**src/rtl/opb_reg_pkg.sv**
```systemverilog
`default_nettype none
// ============================================================================
// Package  : opb_reg_pkg
// Purpose  : Shared OPB register-slave definitions (word offsets, FSM state
//            type, byte-enable merge and bus bit-order helpers).
// Revision : 1.0
// ============================================================================
package opb_reg_pkg;

  // Word index within the 256-byte window (OPB_ABus[24:29])
  localparam logic [5:0] DATA_OFS   = 6'h00;
  localparam logic [5:0] WCOUNT_OFS = 6'h01;

  typedef enum logic [0:0] {
    IDLE = 1'b0,
    ACK  = 1'b1
  } opb_state_e;

  // OPB bit i lands on user bit 31-i; enable k covers OPB byte k.
  function automatic logic [31:0] be_merge(
    input logic [31:0] old_val,
    input logic [0:31] opb_data,
    input logic [0:3]  opb_be
  );
    logic [31:0] merged;
    merged = old_val;
    for (int k = 0; k < 4; k++) begin
      if (opb_be[k]) begin
        for (int b = 0; b < 8; b++) begin
          merged[31 - 8*k - b] = opb_data[8*k + b];
        end
      end
    end
    return merged;
  endfunction

  function automatic logic [0:31] to_opb(input logic [31:0] user_val);
    logic [0:31] bus;
    for (int i = 0; i < 32; i++) begin
      bus[i] = user_val[31 - i];
    end
    return bus;
  endfunction

endpackage
`default_nettype wire

```
**src/rtl/opb_register_ppc2simulink.sv**
```systemverilog
`default_nettype none
// ============================================================================
// Module   : opb_register_ppc2simulink
// Purpose  : PPC-writable 32-bit control register on OPB, driven into fabric
//            with update strobe, readback and a write counter.
// Revision : 1.0
// ============================================================================
module opb_register_ppc2simulink
  import opb_reg_pkg::*;
#(
  parameter logic [0:31] C_BASEADDR    = 32'h01000800,
  parameter logic [0:31] C_HIGHADDR    = 32'h010008FF,
  parameter int          C_OPB_AWIDTH  = 32,
  parameter int          C_OPB_DWIDTH  = 32,
  parameter              C_FAMILY      = "virtex5",
  parameter logic [31:0] C_RESET_VALUE = 32'h00000000
) (
  input  logic        OPB_Clk,
  input  logic        OPB_Rst,
  input  logic [0:31] OPB_ABus,
  input  logic [0:3]  OPB_BE,
  input  logic [0:31] OPB_DBus,
  input  logic        OPB_RNW,
  input  logic        OPB_select,
  input  logic        OPB_seqAddr,
  output logic [0:31] Sl_DBus,
  output logic        Sl_xferAck,
  output logic        Sl_errAck,
  output logic        Sl_retry,
  output logic        Sl_toutSup,
  output logic [31:0] user_data_out,
  output logic        user_data_valid
);

  opb_state_e  r_state;
  opb_state_e  w_next_state;
  logic [31:0] r_data;
  logic [31:0] r_wcount;
  logic [0:31] r_dbus;
  logic        r_valid;

  logic        w_hit;
  logic        w_sample;
  logic [5:0]  w_ofs;
  logic        w_unused;

  assign w_hit    = OPB_select && (OPB_ABus[0:23] == C_BASEADDR[0:23]);
  assign w_ofs    = OPB_ABus[24:29];
  // Hits arriving while ACK is presented are deliberately dropped.
  assign w_sample = (r_state == IDLE) && w_hit;

  // Burst hint, byte lane bits and informational parameters carry no function.
  assign w_unused = &{1'b0, OPB_seqAddr, OPB_ABus[30:31], C_HIGHADDR[31],
                      C_OPB_AWIDTH[0], C_OPB_DWIDTH[0], C_FAMILY[0]};

  always_ff @(posedge OPB_Clk or posedge OPB_Rst) begin
    if (OPB_Rst) begin
      r_state <= IDLE;
    end else begin
      r_state <= w_next_state;
    end
  end

  always_comb begin
    w_next_state = r_state;
    case (r_state)
      IDLE:    if (w_hit) w_next_state = ACK;
      ACK:     w_next_state = IDLE;
      default: w_next_state = IDLE;
    endcase
  end

  always_ff @(posedge OPB_Clk or posedge OPB_Rst) begin
    if (OPB_Rst) begin
      r_data   <= C_RESET_VALUE;
      r_wcount <= 32'h0;
      r_dbus   <= '0;
      r_valid  <= 1'b0;
    end else begin
      r_dbus  <= '0;
      r_valid <= 1'b0;
      if (w_sample) begin
        if (OPB_RNW) begin
          if (w_ofs == DATA_OFS) begin
            r_dbus <= to_opb(r_data);
          end else if (w_ofs == WCOUNT_OFS) begin
            r_dbus <= to_opb(r_wcount);
          end
        end else if ((w_ofs == DATA_OFS) && (OPB_BE != 4'b0000)) begin
          // Strobe fires even when the merged value is unchanged.
          r_data   <= be_merge(r_data, OPB_DBus, OPB_BE);
          r_valid  <= 1'b1;
          r_wcount <= r_wcount + 32'h1;
        end
      end
    end
  end

  assign Sl_xferAck      = (r_state == ACK);
  assign Sl_DBus         = r_dbus;
  assign Sl_errAck       = 1'b0;
  assign Sl_retry        = 1'b0;
  assign Sl_toutSup      = 1'b0;
  assign user_data_out   = r_data;
  assign user_data_valid = r_valid;

endmodule
`default_nettype wire
```
**config.mk**
```make
export PLATFORM = sky130hd
export DESIGN_NAME = opb_register_ppc2simulink
export DESIGN_NICKNAME = d
export VERILOG_FILES = /design/src/rtl/opb_reg_pkg.sv /design/src/rtl/opb_register_ppc2simulink.sv
export SDC_FILE = /design/constraint.sdc
export NUM_CORES = 1
export LEC_CHECK = 0
export ABC_AREA = 1
export BUFFER_PORTS_ARGS = -buffer_cell sky130_fd_sc_hd__clkbuf_2
export CAP_MARGIN = 20
export CORE_MARGIN = 10
export CORE_UTILIZATION = 43
export DETAILED_ROUTE_END_ITERATION = 10
export PLACE_DENSITY = 0.65
export SLEW_MARGIN = 20
export SYNTH_ARGS = -nofsm -noshare
export SYNTH_HDL_FRONTEND = slang
export SYNTH_SLANG_ARGS = --single-unit
export TNS_END_PERCENT = 5
```
**constraint.sdc**
```tcl
create_clock -name OPB_Clk -period 3.5 [get_ports OPB_Clk]
set_clock_uncertainty 0.05 [all_clocks]
set_input_delay 0.35 -clock OPB_Clk [delete_from_list [all_inputs] [get_ports OPB_Clk]]
set_output_delay 0.35 -clock OPB_Clk [all_outputs]
set_load 0.005 [all_outputs]
```
==> run_results.csv, run 1 <==
group,metric,value,unit
setup_path,cp_data_arrival_time,2110,ps
logic_synthesis,synth.cell_area,4767,um2
clock_network,clkLatencyLatePin,370,ps
job,drv.max_cap_violation_count,0,
finish,final_cell_area,5713,um2
timing,maxSlewHeadroom,0.3514,
setup_path,rr_worst_depth,9,
logic_synthesis,synth-seq-cells,98,
global_routing,grt_antenna_before_repair,0,
logic_synthesis,synth_top_cell_by_area,"sky130_fd_sc_hd__dfrtp_1",
clock_network,cts_resized,0,
run_status,failed_checks,"negative hold slack",
logic_synthesis,post_synth_edffs,0,
setup_path,critical_path.endpoint_type,"register",
clock_network,cts_max_level,3,
run_status,run_status,"complete, but fails checks",
timing,finish_stage_setup_viols,0,
placed_design,placedInstanceArea,5540,um2
global_routing,wire_length_of_the_first_global_routing_pass,21.29,mm
global_routing,number_of_global_route_vias_before_repair,4279,
finish,post_route_cells_drive_above_1_share,0.2635,
finish,final_net_count,772,
timing,final.min_clock_period,1859,ps
drt,viasPerCell,4.911,
drt,finalWirelength,12.31,mm
global_routing,largest_net_degree_at_the_start_of_global_routing,50,
clock_network,ctsRootBufferMaster,"sky130_fd_sc_hd__clkbuf_8",
drt,avgRoutedWirePerCell,14.62,um
logic_synthesis,top_count_cell_post_synth,"sky130_fd_sc_hd__nand2_1",
timing,finalHoldViolations,2,
clock_network,cts.repair_timing.setup_buffer_count,0,
drt,drt_pass1_iterations,5,
die,die_y,125.3,um
logic_synthesis,synth.distinct_cells,32,
global_routing,gr-total-overflow,0,
die,die_w,125.3,um
timing,tightestPinTransition,966.9,ps
die,fp.coreArea,10840,um2
placed_design,numPortBuffers,135,
setup_path,startpoint_class_of_the_critical_path,"register",
clock_network,tritoncts_clock_tree,"done",
drt,vias,4135,
pwr,vdd_drop_max,0.1673,mV
placed_design,finalWeightedCongestion,0.8821,
finish,flow.area_growth_from_synthesis,19.84,%
clock_network,post_cts_hold_buffer_count,0,
timing,rsz0062_at_grt,"false",
clock_network,clk_path_buf_depth,2,
timing,final.period_utilization,0.5311,
setup_path,start_of_the_worst_register_to_register_path,"Sl_xferAck",
pwr,power_density,330.4,nW/um2
logic_synthesis,synth_async_reset_ratio,1.000,
drt,ant_nets,0,
logic_synthesis,synth_area_per_cell,8.422,um2
die,die_area,15700,um2
logic_synthesis,synth.area.top_cells,"sky130_fd_sc_hd__dfrtp_1, sky130_fd_sc_hd__nand2_1, sky130_fd_sc_hd__nor2_1",
pwr,leakage_power,3.078,nW
drt,route.detailed.drc,0,
logic_synthesis,netlist.area_leader.share,0.5144,
finish,num_antenna_cells,0,
timing,timing.final.max_slew_violations,0,
setup_path,end_of_the_worst_register_to_register_path,"user_data_out[5]",
logic_synthesis,synthFlopType,"sky130_fd_sc_hd__dfrtp_1",
setup_path,crit_required,3750,ps
clock_network,clk_pin_slew,90,ps
finish,nFillCells,1046,
logic_synthesis,yosysSeqAreaShare,0.5144,
die,start_util,0.4398,
timing,max_freq,538.0,MHz
logic_synthesis,synthesis.instances,566,
hold_path,worstHoldPathType,"input port to asynchronous set/reset pin",
die,number_of_top_level_design_ports,142,
global_routing,grtUsageTotal,0.1603,
drt,dr.first_iter.drc_count,227,
timing,fin_worst_hold_slack,-3.722,ps
clock_network,cts_buffers,9,
setup_path,r2r_slack,1640,ps
die,core.rowCount,38,
setup_path,critical_path_class,"register to register",
clock_network,cts_sinks,98,
placed_design,dp_hpwl,9.278,mm
timing,setup_total_negative_slack,0,ps
logic_synthesis,synth_top_cells_by_count,"sky130_fd_sc_hd__nand2_1, sky130_fd_sc_hd__dfrtp_1, sky130_fd_sc_hd__nor2_1",
logic_synthesis,synth.yosys.warnings,0,
setup_path,critPathMaxFanout,40,
metal layers:
| metal | track usage | routed length, um |
|---|---|---|
| met2 | 0.2613 | 5797 |
| met1 | 0.2022 | 5510 |
| met3 | 0.03549 | 746 |
| met5 | 0 | 0 |
| met4 | 0.06436 | 253 |
final cells by class:
cell class	count	area, um2	area share
Sequential cell	98	2452	0.4293
Multi-Input combinational cell	387	1971	0.3449
Timing Repair Buffer	139	705.7	0.1235
Inverter	63	239.0	0.04183
Tap cell	140	175.2	0.03066
Clock buffer	11	141.4	0.02475
Clock inverter	4	28.78	0.005037
report_power, final:
part           switching, mW  internal, mW
clock                  0.385         0.274
combinational         0.0605        0.0364
sequential     0.00000000323          1.13
placed cells by master, fill, tap and decap left out, drive strengths merged, types with 8 or more instances in the layout:
cell,n
inv,62
nand4,18
o21ai,32
a22oi,32
clkbuf,146
nor2,86
dfrtp,98
nand2,156
xnor2,9
nand3,30
nor3,8
sequential cells by signal, summed over array words and instances, names as in the netlist:
name and flops:
Sl_DBus 32, Sl_xferAck 1, r_wcount 32, user_data_out 32, user_data_valid 1
worst max-delay path by stage:
stage	start	end	slack, ps
global route	Sl_xferAck	user_data_out[6]	1400
detailed placement	OPB_ABus[12]	Sl_DBus[4]	1280
CTS	Sl_xferAck	Sl_DBus[20]	1350
floorplan	OPB_Rst	Sl_DBus[0]	540
finish	Sl_xferAck	user_data_out[5]	1640
global placement	OPB_ABus[10]	Sl_DBus[16]	1350
critical path, cell delays in order, from the launching register on:
cell and delay, ps:
sky130_fd_sc_hd__dfrtp_1 400, sky130_fd_sc_hd__inv_1 60, sky130_fd_sc_hd__nand2_1 40, sky130_fd_sc_hd__nor2_1 130, sky130_fd_sc_hd__nand3_2 110, sky130_fd_sc_hd__nor2_4 210
sky130_fd_sc_hd__nand2_4 350, sky130_fd_sc_hd__nor2_8 280, sky130_fd_sc_hd__nand2_1 70, sky130_fd_sc_hd__nand2_1 70
per-stage QoR:
step / setup slack (ps) / std cells / hold WS, ps / util / total power, mW
after global routing: 1395 / 842 / 52.48 / 0.5270 / 1.966
after global placement: 1346 / 827 / 407.5 / 0.5111 / 1.250
after CTS: 1353 / 842 / 13.91 / 0.5268 / 1.910
after detailed placement: 1281 / 827 / 415.9 / 0.5111 / 1.253
after floorplan: 537.9 / 568 / 412.9 / - / 1.197
final: 1641 / 842 / -3.722 / 0.5270 / 1.888
cell families (layout without fill, tap and decap cells):
kind of cell / count (synthesis) / count (layout) / synth area share
and+or+nand+nor: 304 / 304 / 0.2953
DFF: 98 / 98 / 0.5144
buffers and inverters: 83 / 217 / 0.07559
AOI/OAI and AO/OA: 65 / 65 / 0.08556
xor gates and xnor gates: 14 / 14 / 0.02572
adders and majority gates: 1 / 1 / 0.002624
other: 1 / 3 / 0.0007866
Note: power is estimated with default switching activity, not from simulation.
==> run 2, diff against run 1 <==
PLACE_DENSITY = 0.68   (was 0.65)
clock period = 1.7 ns   (was 3.5 ns; I/O delays follow)
==> run 2 against run 1 <==
Effect of this change: the flow now finishes without violations; count of clock-buffer cells in the layout did not move; sequential share of layout area fell by 4.5 points; non-clock buffer count rose by 50; wire length rose by 9.8%; core utilization rose by 6.3 points; maximum frequency rose by 16%; critical endpoint is now r_wcount[22].
==> run_results.csv, run 2 (synthesized netlist as in run 1, its figures left out) <==
group,metric,value,unit
drt,ant_nets,0,
timing,max_freq,621.9,MHz
setup_path,cp_data_arrival_time,1810,ps
global_routing,number_of_global_route_vias_before_repair,4459,
clock_network,clk_pin_slew,90,ps
pwr,leakage_power,3.395,nW
clock_network,cts_sinks,98,
pwr,power_density,655.0,nW/um2
placed_design,dp_worst_setup_slack,47.65,ps
die,number_of_top_level_design_ports,142,
finish,nFillCells,960,
clock_network,cts_buffers,9,
placed_design,dp_hpwl,9.689,mm
timing,rsz0062_at_grt,"true",
setup_path,delay_of_the_slowest_cell_on_the_worst_path,400,ps
hold_path,whs_endpoint,"user_data_out[14]",
pwr,power.total,4.186,mW
global_routing,grtUsageTotal,0.1630,
finish,flow.area_growth_from_synthesis,34.07,%
die,die_w,125.3,um
die,die_area,15700,um2
timing,final.period_utilization,0.9459,
setup_path,cells_traversed_along_the_worst_timing_path,"nor2_1, nand2_1, nor2_2, nand3_2, nor2_4, buf_12, clkbuf_16, nand2_1, xor2_1",
die,core.rowCount,38,
setup_path,cpLargestDelayFamily,"simple AND/OR/NAND/NOR gates",
timing,timing.final.max_slew_violations,0,
hold_path,worstHoldPathType,"input port to register",
setup_path,crit_required,1910,ps
clock_network,cts_max_level,3,
setup_path,slowest_stage,"sky130_fd_sc_hd__dfrtp_1",
placed_design,numPortBuffers,135,
setup_path,rr_worst_depth,9,
setup_path,critPathMaxFanout,10,
global_routing,gr-total-overflow,0,
finish,final_net_count,822,
setup_path,critical-path-top-cell-by-count,"sky130_fd_sc_hd__nand2_1",
die,start_util,0.4398,
run_status,run_status,"complete, no violations",
timing,final.min_clock_period,1608,ps
hold_path,worst_hold_path_cell_count,4,
drt,dr.first_iter.drc_count,322,
setup_path,critical_path.endpoint_type,"register",
setup_path,r2r_slack,90,ps
setup_path,worst_setup_path_startpoint,"Sl_xferAck",
timing,finish_stage_setup_viols,0,
job,drv.max_cap_violation_count,0,
hold_path,hold_path.startpoint,"OPB_BE[2]",
finish,num_antenna_cells,0,
setup_path,start_of_the_worst_register_to_register_path,"Sl_xferAck",
global_routing,largest_net_degree_at_the_start_of_global_routing,60,
global_routing,grt_antenna_before_repair,0,
clock_network,tritoncts_clock_tree,"done",
die,die_y,125.3,um
drt,drt_pass1_iterations,5,
global_routing,wire_length_of_the_first_global_routing_pass,21.78,mm
timing,final.setup.worst_slack,92.00,ps
drt,route.detailed.drc,0,
clock_network,ctsRootBufferMaster,"sky130_fd_sc_hd__clkbuf_8",
drt,avgRoutedWirePerCell,15.14,um
finish,post_route_cells_drive_above_1_share,0.2762,
placed_design,finalWeightedCongestion,0.9089,
timing,finalHoldViolations,0,
setup_path,end_of_the_worst_register_to_register_path,"r_wcount[22]",
clock_network,clkLatencyLatePin,370,ps
setup_path,startpoint_class_of_the_critical_path,"register",
clock_network,clk_path_buf_depth,2,
finish,mostFrequentLayoutCell,"sky130_fd_sc_hd__nand2_1",
drt,finalWirelength,13.52,mm
drt,vias,4458,
pwr,vdd_drop_max,0.3602,mV
finish,final_cell_mix,"sky130_fd_sc_hd__nand2_1, sky130_fd_sc_hd__clkbuf_2, sky130_fd_sc_hd__dfrtp_1",
drt,viasPerCell,4.992,
setup_path,crit_buf_inv,2,
die,fp.coreArea,10840,um2
setup_path,critical_path_class,"register to register",
## run 2: layout make-up
| cell class | instances | area [um2] | share of cell area |
|---|---|---|---|
| inverter | 63 | 240.2 | 0.03759 |
| multi-input combinational | 387 | 2016 | 0.3154 |
| sequential | 98 | 2454 | 0.3839 |
| timing repair buffer | 189 | 1295 | 0.2026 |
| clock buffer | 11 | 151.4 | 0.02369 |
| clock inverter | 5 | 60.06 | 0.009397 |
| tap | 140 | 175.2 | 0.02741 |
## run 2: what timing repair did
item                       4_1_cts  5_1_grt
hold buffers                    33        0
setup buffers                    0        3
setup endpoints to repair        0       35
hold endpoints to repair       130        0
resized for setup                0       11
## run 2: worst register-to-register path, stage by stage (launching register included)
cell                        delay (ps)
sky130_fd_sc_hd__dfrtp_1           400
sky130_fd_sc_hd__nor2_1            120
sky130_fd_sc_hd__nand2_1            80
sky130_fd_sc_hd__nor2_2            120
sky130_fd_sc_hd__nand3_2           100
sky130_fd_sc_hd__nor2_4            140
sky130_fd_sc_hd__buf_12            140
sky130_fd_sc_hd__clkbuf_16         160
sky130_fd_sc_hd__nand2_1            60
sky130_fd_sc_hd__xor2_1            140
## run 2: metal layers
layer  GRT usage  up-vias  routed length [um]
li1            -     2187                   -
met1      0.2021     2092                5876
met2      0.2691      158                6521
met3     0.04225       21                 849
met4     0.05759        0                 268
met5           0        -                   0
## run 2: power breakdown
part           leakage (nW)  internal (mW)  switching, mW
combinational          1.96          0.129          0.141
clock                 0.106          0.766          0.821
sequential             1.33           2.33  0.00000000616
## run 2: worst max-delay path by stage
stage	endpoint	slack, ps	depth (start not counted)
after floorplan	r_wcount[22]	180	7
after global placement	r_wcount[22]	100	7
after detailed placement	r_wcount[22]	50	7
after CTS	r_wcount[22]	20	7
after global routing	r_wcount[29]	-10	7
final	r_wcount[22]	90	9
## run 2: metrics by stage
| step | TNS (ps) | instance area (um2) | hold WS [ps] | std cells | util |
|---|---|---|---|---|---|
| detailed placement | 0 | 5679 | 230.6 | 837 | 0.5239 |
| CTS | 0 | 6221 | 124.7 | 886 | 0.5739 |
| finish | 0 | 6391 | 191.0 | 893 | 0.5896 |
| global route | -37.16 | 6391 | 195.6 | 893 | 0.5896 |
| global placement | 0 | 5679 | 234.0 | 837 | 0.5239 |
| floorplan | 0 | 4778 | 236.8 | 568 | - |
==> run 3, diff against run 2 <==
CORE_MARGIN = 2   (was 10)
==> run 3 against run 2 <==
Effect of this change: count of clock-buffer cells in the layout is 1 higher; flip-flop and latch count unchanged; wire length fell by 13%; maximum frequency rose by 0.64%; clock power barely moved; first-iteration DRC count down 27%; combinational power shrank 3%; register-to-register slack is essentially flat; critical path type unchanged; largest cell class unchanged; highest routed layer unchanged.
==> run_results.csv, run 3 (synthesized netlist as in run 1, its figures left out) <==
group,metric,value,unit
global_routing,gr-total-overflow,0,
pwr,power.total,4.154,mW
clock_network,cts_buffers,9,
job,drv.max_cap_violation_count,0,
finish,num_antenna_cells,0,
drt,vias,4350,
die,die_y,109.3,um
timing,timing.final.max_slew_violations,0,
pwr,clock_power_share,0.376,
hold_path,hold_path.startpoint,"OPB_BE[3]",
finish,post_route_cells_drive_above_1_share,0.2647,
placed_design,dp_hpwl,8.319,mm
clock_network,cts_sinks,98,
hold_path,whs_endpoint,"user_data_out[0]",
pwr,switchingPower,877.6,uW
timing,tightestPinTransition,512.0,ps
clock_network,ctsRootBufferMaster,"sky130_fd_sc_hd__clkbuf_8",
pwr,power_density,659.9,nW/um2
drt,route.detailed.drc,0,
setup_path,crit_required,1890,ps
hold_path,worstHoldPathType,"input port to register",
setup_path,r2r_slack,100,ps
setup_path,cp_data_arrival_time,1790,ps
pwr,leakage_power,3.345,nW
finish,regArea,2452,um2
timing,finish_stage_setup_viols,0,
die,die_area,11940,um2
finish,mostFrequentLayoutCell,"sky130_fd_sc_hd__nand2_1",
setup_path,end_of_the_worst_register_to_register_path,"user_data_out[16]",
placed_design,dp_cells,836,
die,die_w,109.3,um
finish,combined_area_of_the_multi_input_logic_cells,2002,um2
pwr,seq_power_share,0.560,
clock_network,clkLatencyLatePin,360,ps
pwr,p_comb_frac,0.063,
global_routing,grtUsageTotal,0.1948,
finish,nFillCells,962,
clock_network,clk_pin_slew,80,ps
clock_network,cts_max_level,3,
finish,final_net_count,818,
timing,finalHoldViolations,0,
placed_design,numPortBuffers,135,
die,start_util,0.4398,
pwr,internal_power,3.277,mW
setup_path,rr_worst_depth,9,
timing,final.period_utilization,0.9398,
finish,flow.area_growth_from_synthesis,32.07,%
pwr,power.share.switching,0.2112,
global_routing,grt_antenna_before_repair,0,
drt,drt_pass1_iterations,7,
timing,final.min_clock_period,1598,ps
run_status,run_status,"complete, no violations",
setup_path,start_of_the_worst_register_to_register_path,"Sl_xferAck",
die,number_of_top_level_design_ports,142,
placed_design,finalWeightedCongestion,0.8486,
timing,maxSlewHeadroom,0.6587,
hold_path,worst_hold_path_cell_count,4,
global_routing,largest_net_degree_at_the_start_of_global_routing,99,
timing,rsz0062_at_grt,"true",
setup_path,critical_path.endpoint_type,"register",
timing,max_freq,625.9,MHz
drt,avgRoutedWirePerCell,13.20,um
setup_path,startpoint_class_of_the_critical_path,"register",
clock_network,tritoncts_clock_tree,"done",
setup_path,critical_path_class,"register to register",
drt,dr.first_iter.drc_count,235,
drt,ant_nets,0,
drt,finalWirelength,11.73,mm
pwr,vdd_drop_max,0.4795,mV
die,fp.coreArea,10840,um2
drt,viasPerCell,4.899,
finish,finish.cell_count_without_fillers,888,
setup_path,critPathMaxFanout,18,
clock_network,clk_path_buf_depth,2,
global_routing,wire_length_of_the_first_global_routing_pass,18.26,mm
finish,final_cell_mix,"sky130_fd_sc_hd__nand2_1, sky130_fd_sc_hd__clkbuf_2, sky130_fd_sc_hd__dfrtp_1",
die,core.rowCount,38,
global_routing,number_of_global_route_vias_before_repair,4055,
run 3: cell types whose count changed in the layout (fill, tap and decap cells not counted), sizes merged:
cell      change
inv           -1
clkinvlp      -1
clkbuf        -1
clkinv        -1
bufinv        +1
buf           -2
run 3: through the flow:
step / cell area (um2) / setup TNS (ps) / setup slack [ps] / hold slack, ps / utilization
2_1_floorplan: 4778 / 0 / 181.8 / 236.8 / -
4_1_cts: 6215 / 0 / 19.25 / 133.0 / 0.5733
3_5_place_dp: 5684 / 0 / 46.09 / 299.8 / 0.5244
3_3_place_gp: 5684 / 0 / 106.8 / 294.2 / 0.5244
5_1_grt: 6296 / -63.91 / -25.60 / 231.0 / 0.5808
6_report: 6296 / 0 / 102.3 / 192.1 / 0.5808
run 3: layout make-up:
type                       instances  share of cell area
clock inverter                     3             0.01033
multi-input combinational        387              0.3180
clock buffer                      12             0.02146
sequential                        98              0.3895
tap                              140             0.02782
inverter                          63             0.03816
timing repair buffer             185              0.1948
run 3: worst max-delay path by stage:
stage	from	endpoint	slack [ps]	depth (start not counted)
2_1_floorplan	r_wcount[0]	r_wcount[22]	180	7
3_3_place_gp	r_wcount[0]	r_wcount[22]	110	7
4_1_cts	r_wcount[0]	r_wcount[22]	20	7
3_5_place_dp	r_wcount[0]	r_wcount[22]	50	7
6_report	Sl_xferAck	user_data_out[16]	100	9
5_1_grt	r_wcount[0]	r_wcount[24]	-30	8
run 3: timing repair:
action / 4_1_cts / 5_1_grt
endpoints found under the setup margin: 0 / 46
buffers inserted: 0 / 3
hold endpoints to repair: 130 / 0
resized for setup: 0 / 10
hold buffers: 33 / 0
run 3: power by group through the flow:
stage | Sequential [mW] | Combinational (mW) | Clock [mW]
floorplan | 2.38 | 0.0894 | 0
global placement | 2.38 | 0.200 | 0
detailed placement | 2.38 | 0.205 | 0
CTS | 2.33 | 0.266 | 1.62
global route | 2.33 | 0.292 | 1.70
finish | 2.33 | 0.262 | 1.56
run 3: worst max-delay path, cell delays in order (launching register included):
cell and delay [ps]:
sky130_fd_sc_hd__dfrtp_1 400, sky130_fd_sc_hd__inv_1 60, sky130_fd_sc_hd__nand2_1 40, sky130_fd_sc_hd__nor2_1 140, sky130_fd_sc_hd__nand3_2 110, sky130_fd_sc_hd__nor2_4 150
sky130_fd_sc_hd__nand2_4 90, sky130_fd_sc_hd__buf_12 160, sky130_fd_sc_hd__o21ai_0 200, sky130_fd_sc_hd__nand2_1 70
run 3: per-layer routing:
metal | vias up | global-route usage | part of all wire
li1 | 2172 | - | -
met1 | 2017 | 0.2467 | 0.44
met2 | 146 | 0.3452 | 0.48
met3 | 15 | 0.02786 | 0.062
met4 | 0 | 0.06058 | 0.012
met5 | - | 0 | 0
